File: config.mk
export PLATFORM = sky130hd
export DESIGN_NAME = branch_tag_manager
export DESIGN_NICKNAME = d
export VERILOG_FILES = /design/src/rtl/branch_tag_manager_pkg.sv /design/src/rtl/branch_tag_manager_age_matrix.sv /design/src/rtl/branch_tag_manager.sv
export SDC_FILE = /design/constraint.sdc
export NUM_CORES = 1
export LEC_CHECK = 0
export CORE_MARGIN = 2
export CORE_UTILIZATION = 50
export CTS_CLUSTER_DIAMETER = 30
export DETAILED_ROUTE_END_ITERATION = 7
export PLACE_DENSITY = 0.75
export SLEW_MARGIN = 20
export SYNTH_ARGS = -nofsm -noshare
export SYNTH_HDL_FRONTEND = slang
export SYNTH_HIERARCHICAL = 1
export SYNTH_SLANG_ARGS = --single-unit
File: constraint.sdc
create_clock -name clock -period 2.2 [get_ports clock]
set_input_delay 0.33 -clock clock [delete_from_list [all_inputs] [get_ports clock]]
set_output_delay 0.33 -clock clock [all_outputs]
set_load 0.02 [all_outputs]
File: src/rtl/branch_tag_manager_pkg.sv
// Shared types and defaults for the branch tag manager slice.
// Also supplies the codebase-wide ROB tag width and boolean macros if not already defined.
`ifndef ROB_TAG_LEN
`define ROB_TAG_LEN 6
`endif
`ifndef TRUE
`define TRUE 1'b1
`endif
`ifndef FALSE
`define FALSE 1'b0
`endif

package br_pkg;

   localparam int unsigned BR_NUM_DEF   = 4;
   localparam int unsigned BR_TAG_W_DEF = $clog2(BR_NUM_DEF);

   typedef enum logic {
      NORMAL  = 1'b0,
      RECOVER = 1'b1
   } br_state_e;

endpackage

File: src/rtl/branch_tag_manager_age_matrix.sv
// Relative-age tracking for live branch slots: older[i][j]=1 means slot i is older than slot j.
// Exposes the row of a queried slot, i.e. the set of slots younger than it.
module br_age_matrix
   import br_pkg::*;
#(
   parameter int unsigned NUM_BR   = BR_NUM_DEF,
   parameter int unsigned BR_TAG_W = $clog2(NUM_BR)
) (
   input  logic                clock,
   input  logic                reset,
   input  logic                alloc_en,
   input  logic [BR_TAG_W-1:0] alloc_idx,
   input  logic [NUM_BR-1:0]   valid_post,
   input  logic [NUM_BR-1:0]   free_vec,
   input  logic [BR_TAG_W-1:0] query_tag,
   output logic [NUM_BR-1:0]   younger_mask
);

   logic [NUM_BR-1:0][NUM_BR-1:0] older;
   logic [NUM_BR-1:0][NUM_BR-1:0] older_d;

   // Frees clear first; the new slot then becomes younger than every slot still live after the free.
   always_comb begin
      older_d = older;
      for (int unsigned i = 0; i < NUM_BR; i++) begin
         for (int unsigned j = 0; j < NUM_BR; j++) begin
            if (free_vec[i] || free_vec[j]) begin
               older_d[i][j] = `FALSE;
            end
         end
      end
      if (alloc_en) begin
         for (int unsigned k = 0; k < NUM_BR; k++) begin
            older_d[k][alloc_idx] = valid_post[k];
            older_d[alloc_idx][k] = `FALSE;
         end
      end
   end

   always_ff @(posedge clock or posedge reset) begin
      if (reset) begin
         older <= '0;
      end else begin
         older <= older_d;
      end
   end

   assign younger_mask = older[query_tag];

endmodule

File: src/rtl/branch_tag_manager.sv
// Branch tag allocator and resolution sequencer for up to NUM_BR in-flight branches.
// Mispredictions squash younger branches and hold a fixed recovery window.
module branch_tag_manager
   import br_pkg::*;
#(
   parameter int unsigned NUM_BR         = BR_NUM_DEF,
   parameter int unsigned BR_TAG_W       = $clog2(NUM_BR),
   parameter int unsigned RECOVER_CYCLES = 2
) (
   input  logic                    clock,
   input  logic                    reset,
   input  logic                    alloc_req,
   input  logic [`ROB_TAG_LEN-1:0] alloc_rob_tag,
   output logic                    alloc_grant,
   output logic [BR_TAG_W-1:0]     alloc_tag,
   output logic                    full,
   input  logic                    resolve_valid,
   input  logic [BR_TAG_W-1:0]     resolve_tag,
   input  logic                    resolve_taken,
   output logic                    resolve_ready,
   output logic                    resolve,
   output logic                    kill,
   output logic [BR_TAG_W-1:0]     out_tag,
   output logic [`ROB_TAG_LEN-1:0] out_rob_tag,
   output logic [NUM_BR-1:0]       squash_mask,
   output logic                    busy
);

   localparam int unsigned CNT_W = $clog2(RECOVER_CYCLES + 1);

   br_state_e                 state, state_d;
   logic [CNT_W-1:0]          cnt, cnt_d;
   logic [NUM_BR-1:0]         valid, valid_post, valid_d;
   logic [`ROB_TAG_LEN-1:0]   rob_tag_q [NUM_BR];
   logic [NUM_BR-1:0]         younger, squash, free_vec, alloc_onehot;
   logic                      res_acc, kill_acc;

   assign full          = &valid;
   assign busy          = (state == RECOVER);
   assign resolve_ready = (state == NORMAL);

   assign res_acc     = resolve_valid & resolve_ready & valid[resolve_tag];
   assign kill_acc    = res_acc & resolve_taken;
   assign alloc_grant = alloc_req & ~full & (state == NORMAL) & ~kill_acc;

   always_comb begin
      alloc_tag = '0;
      for (int unsigned i = NUM_BR; i > 0; i--) begin
         if (!valid[i-1]) begin
            alloc_tag = BR_TAG_W'(i - 1);
         end
      end
   end

   assign squash       = valid & younger;
   assign free_vec     = res_acc ? ((NUM_BR'(1) << resolve_tag) | (resolve_taken ? squash : '0)) : '0;
   assign valid_post   = valid & ~free_vec;
   assign alloc_onehot = alloc_grant ? (NUM_BR'(1) << alloc_tag) : '0;
   assign valid_d      = valid_post | alloc_onehot;

   br_age_matrix #(
      .NUM_BR   (NUM_BR),
      .BR_TAG_W (BR_TAG_W)
   ) u_age (
      .clock        (clock),
      .reset        (reset),
      .alloc_en     (alloc_grant),
      .alloc_idx    (alloc_tag),
      .valid_post   (valid_post),
      .free_vec     (free_vec),
      .query_tag    (resolve_tag),
      .younger_mask (younger)
   );

   always_comb begin
      state_d = state;
      cnt_d   = cnt;
      case (state)
         NORMAL: begin
            if (kill_acc) begin
               state_d = RECOVER;
               cnt_d   = CNT_W'(RECOVER_CYCLES - 1);
            end
         end
         RECOVER: begin
            if (cnt == '0) begin
               state_d = NORMAL;
            end else begin
               cnt_d = cnt - 1'b1;
            end
         end
      endcase
   end

   always_ff @(posedge clock or posedge reset) begin
      if (reset) begin
         state <= NORMAL;
         cnt   <= '0;
      end else begin
         state <= state_d;
         cnt   <= cnt_d;
      end
   end

   always_ff @(posedge clock or posedge reset) begin
      if (reset) begin
         valid       <= '0;
         resolve     <= `FALSE;
         kill        <= `FALSE;
         out_tag     <= '0;
         out_rob_tag <= '0;
         squash_mask <= '0;
         for (int unsigned i = 0; i < NUM_BR; i++) begin
            rob_tag_q[i] <= '0;
         end
      end else begin
         valid   <= valid_d;
         resolve <= res_acc & ~resolve_taken;
         kill    <= kill_acc;
         if (alloc_grant) begin
            rob_tag_q[alloc_tag] <= alloc_rob_tag;
         end
         if (res_acc) begin
            out_tag     <= resolve_tag;
            out_rob_tag <= rob_tag_q[resolve_tag];
         end
         squash_mask <= kill_acc ? squash : '0;
      end
   end

endmodule

Word level (Yosys, flattened, before mapping)
Cells that the tools add are included.
- bits of input ports: 13
- memories: 0
- flip-flop bits (word level): 61
- latch bits: 0
- word-level logic and storage cells: 119
- memory bits (read-only): 0
- memory bits (writable): 0
- add/sub/neg operators: 1
- multipliers: 0
- bitwise gates (word level): 26
- shift operators: 2
- multiplexer cells: 55
- reductions and logical operators: 11
- equality and inequality tests: 2
- div/mod/pow operators: 0
- magnitude comparators: 6
- operators by type and width (cell ; count):
    16-bit bitwise AND ; 4
    16-bit NOT ; 4
    4-bit demux with 2-bit select ; 4
    24-bit bitwise mux ; 1
    4-bit 2-to-1 mux ; 6
    1-bit 2-to-1 mux ; 21
    6-bit 2-to-1 mux ; 3
    4-bit bitwise mux ; 4
    16-bit 2-to-1 mux ; 1
    2-bit 2-to-1 mux ; 7
    6-bit binary-select mux with 2-bit select ; 1
    6-bit demux with 2-bit select ; 1
    4-bit bitwise AND ; 2
    4-bit binary-select mux with 2-bit select ; 1
    4-bit OR ; 2
    1-bit by 2-bit << shifter with 4-bit output, first input constant ; 2
    1-bit bitwise AND ; 7
    3-bit greater-or-equal comparator, second input constant ; 2
    1-bit logical OR ; 6
    2-bit by 3-bit < comparator with 1-bit output, second input constant ; 2
    2-bit NOT with 3-bit output ; 2
    1-bit NOT ; 4
    4-bit NOT ; 1
    2-bit case mux with 2 select lines ; 1
    other kinds (13) ; 14

Depth between registers and ports, before layout
- word-level depth: 17
- gate-level depth with buffers: 9
- gate-level depth less buffers: 7

Hierarchy
The synthesis kept the hierarchy.
- modules (own cells, without submodules) (module ; cells each ; area each (sq um) ; times used ; sequential area each (sq um)):
    branch_tag_manager ; 163 ; 2108.3 ; 1 ; 1126.1
    br_age_matrix ; 66 ; 813.3 ; 1 ; 400.4

Worst setup path before layout
Ideal clock, no wire load.
- path kind: reg2reg
- start: register valid[2]
- end: register u_age/older[1] (netlist name)
- period minus slack after synthesis: 2.572 ns
- library setup time: 0.122 ns
- stages on the path, launching flop included: 10
- data arrival time: 2.450 ns
- buffers on the path: 3
- slack: -0.372 ns
- cell sequence: dfrtp_1 > buf_2 > mux2i_2 > o32ai_4 > buf_6 > nor3_1 > buf_4 > and2b_1 > nor3_2 > a32o_1
- RTL lines (item ; line ; text):
    start, declared ; branch_tag_manager.sv:33 ; logic [NUM_BR-1:0] valid, valid_post, valid_d;
    start signal, assigned ; branch_tag_manager.sv:117 ; valid <= valid_d;
    end signal, assigned ; branch_tag_manager_age_matrix.sv:44 ; older <= older_d;
    end, declared ; branch_tag_manager_age_matrix.sv:19 ; logic [NUM_BR-1:0][NUM_BR-1:0] older;

Worst setup path in the final report
- start: input port resolve_valid
- end: output port alloc_grant
- word-level cells in the longest chain between the ends: 5
- ends and longest elaborated chain (item ; line ; text):
    start, declared ; branch_tag_manager.sv:17 ; input logic resolve_valid,
    1-bit bitwise AND (2 in series) ; branch_tag_manager.sv:42 ; assign res_acc = resolve_valid & resolve_ready & valid[resolve_tag];
    1-bit bitwise AND ; branch_tag_manager.sv:43 ; assign kill_acc = res_acc & resolve_taken;
    1-bit NOT ; branch_tag_manager.sv:44 ; assign alloc_grant = alloc_req & ~full & (state == NORMAL) & ~kill_acc;
    1-bit bitwise AND ; branch_tag_manager.sv:44 ;
    end, declared ; branch_tag_manager.sv:14 ; output logic alloc_grant,
No other way between the ends.

==> metrics.txt <==
DRT Pass-1 Iters 4; post-synthesis compound-gate area fraction 10.02%; drt wl/cell approximately 18 um; most common cell in the netlist dfrtp_1; first-pass GRT wire length about 11 mm; initial antenna violation count 0; GRT overflow 0; reg2reg start u_age/older[4]; Final Max Tran Viols 0; syn_area_per_cell around 13 um2; Power Dens Cells 1321 nW/um2; synthesized area around 2900 um2; met1 Resource Use GR 30.95%; Async SR Flop Fraction 100.0%; status complete, no violations; Clock Pin Slew Worst Setup and Hold Paths 70 ps; CP Capture Type primary output; P&R area growth vs syn 33.28%; Seq/Total Area, Yosys 52.25%; Top Ports 33; Hold Crit Class primary input to async pin; xor/xnor cell area share of the yosys netlist 0%; Fillers 418; Post-synth EDFFs 0; Die X 80.44 um; dpl cells 375; Worst setup startpoint resolve_valid; height of the die about 80 um; leakage between 1.5 and 2 nW; initial drt markers 148; clk_lat worst skew 350 ps; final setup vio count 0; CTS sink count 61; total CTS buffers 9; Post-Synth Simple-Gate Area 16.27%; busiest grt layer met2; vias in the first global route 2231; reg2reg setup slack 160 ps; Rows 27; largest net degree at the start of global routing 28; Global Route Usage Sum 24.17%; CP Data Arrival Time ~1800 ps; TritonCTS clock tree done; FF/Latch Area 1530 um2; drc violations 0; M2 GR Usage 38.75%; Hold Fails Final Rpt 0; Setup Buffers After CTS 0; fin nets ~330; mux contribution to synthesized area 18.29%; placed cell areas 3706 um2; combinational family with the most area after synthesis multiplexers; Post-synth top cells dfrtp_1 (61), nand2_1 (31), mux2_1 (24), mux4_2 (10), inv_1 (8); clock tree root driver cell clkbuf_8; Synth area leader dfrtp_1; CP max FO 6; Synth top area share 52.25%; VDD IR max 0.0006586 V; Post-Synth Adder-Cell Area 0.4283%; Tmin final 2150 ps; GP Congestion a little under 0.9; multi-input combinational cell area 1358 um2; main flop type after synthesis dfrtp_1; Die ar. about 6500 um2; clk_skew 7.581 ps; Routed WL 6.973 mm; Tightest Pin Transition 721.5 ps; Synth area leaders dfrtp_1 (52%), mux2_1 (9.3%), mux4_2 (7.7%); final period utilization between 90% and 100%; Core ar. roughly 5600 um2; DR vias 2204; layout cells sized above 1 ~30%; Post-DRT Antenna Nets 0; critical path required time about 1900 ps; max cap viols 0; cells after synthesis 229; Synth Register Bits 61; CTS Buffer Depth 2; critical path type primary input to primary output; Yosys Warn Count 6; distinct cell type count after synthesis 49; met3 Track Usage GR 4.157%; Fmax achieved 0.4651 GHz; final instance area around 3900 um2; ANT cells 0; routed vias/inst between 5 and 6; RSZ-0062 raised after global routing false; crit start category primary input; syn nets 243; Rel. slew slack 51.60%; Initial Util roughly 52%; H-tree Lvls 3; Finished Layout Cells 391; # port buffers 32; HPWL after DPL about 5.3 mm; hold_buf cts 0
placed cells by master (no fill, tap or decap), drive strengths merged, types with 6 or more instances in the layout:
master / netlist / final
a21oi: 6 / 6
a32o: 6 / 6
buf: 5 / 49
clkbuf: 2 / 12
clkdlybuf4s50: 0 / 26
dfrtp: 61 / 61
inv: 10 / 10
mux2: 25 / 25
mux4: 10 / 10
nand2: 31 / 31
nand2b: 6 / 6
or2: 6 / 6
path summary, 6_finish.rpt:
kind | to | depth (start not counted)
min in group clock | out_tag[0] | 3
worst min register to register | out_rob_tag[4] | 2
worst max register to register | u_age/older[12] | 6
worst min-delay path | rob_tag_q[0] | 2
max in group asynchronous | valid[1] | 3
worst max-delay path | alloc_grant | 5
report_power, final:
group	internal [mW]	switching [mW]	leakage [nW]
combinational	1.18	1.16	0.903
sequential	1.58	0.297	0.767
clock	0.469	0.462	0.0917
total	3.22	1.92	1.76
through the flow:
step / utilization (%) / hold slack, ps / setup WS, ps / power [mW] / setup TNS, ps
4_1_cts: 69.83 / 361.2 / 21.52 / 5.167 / 0
5_1_grt: 69.85 / 419.9 / 7.776 / 5.440 / 0
2_1_floorplan: - / 243.7 / 17.58 / 3.218 / 0
6_report: 69.85 / 355.0 / 49.75 / 5.144 / 0
3_3_place_gp: 66.49 / 447.7 / -481.0 / 4.119 / -18270
3_5_place_dp: 66.49 / 454.4 / -523.8 / 4.239 / -21810
sequential cells by signal, indices dropped and copies added, names as in the netlist:
name,flops
resolve,1
squash_mask,4
valid,4
cnt,2
out_tag,2
kill,1
rob_tag_q,24
busy,1
out_rob_tag,6
u_age/older,16
worst max-delay path, stage by stage:
cell	delay [ps]
clkdlybuf4s50_1	580
nand2b_4	90
o32ai_4	400
nor3_4	80
dlygate4sd2_1	340
logic make-up after synthesis:
| kind of cell | after synthesis |
|---|---|
| buf+inv | 17 |
| mux | 37 |
| simple gates | 78 |
| flops | 61 |
| fa+ha+maj | 1 |
| compound gates | 35 |
what timing repair did:
action / CTS / global route
gates cloned: 0 / 0
pin swaps: 0 / 0
endpoints found under the setup margin: 45 / 4
gates resized for setup: 10 / 4
per-layer routing:
metal | vias up | wire length (um)
met4 | 0 | 238
met5 | - | 0
met1 | 1104 | 2873
met3 | 19 | 297
met2 | 64 | 3564
li1 | 1017 | -
area by class of cell:
cell class / instances / area share, %
flip-flops and latches: 61 / 39.30
multi-input cells: 151 / 34.87
repair buffers: 81 / 17.80
clock buffers: 11 / 3.888
well taps: 72 / 2.314
inverters: 10 / 0.9640
clock inverters: 5 / 0.8676
(Power assumes the default switching activity.)
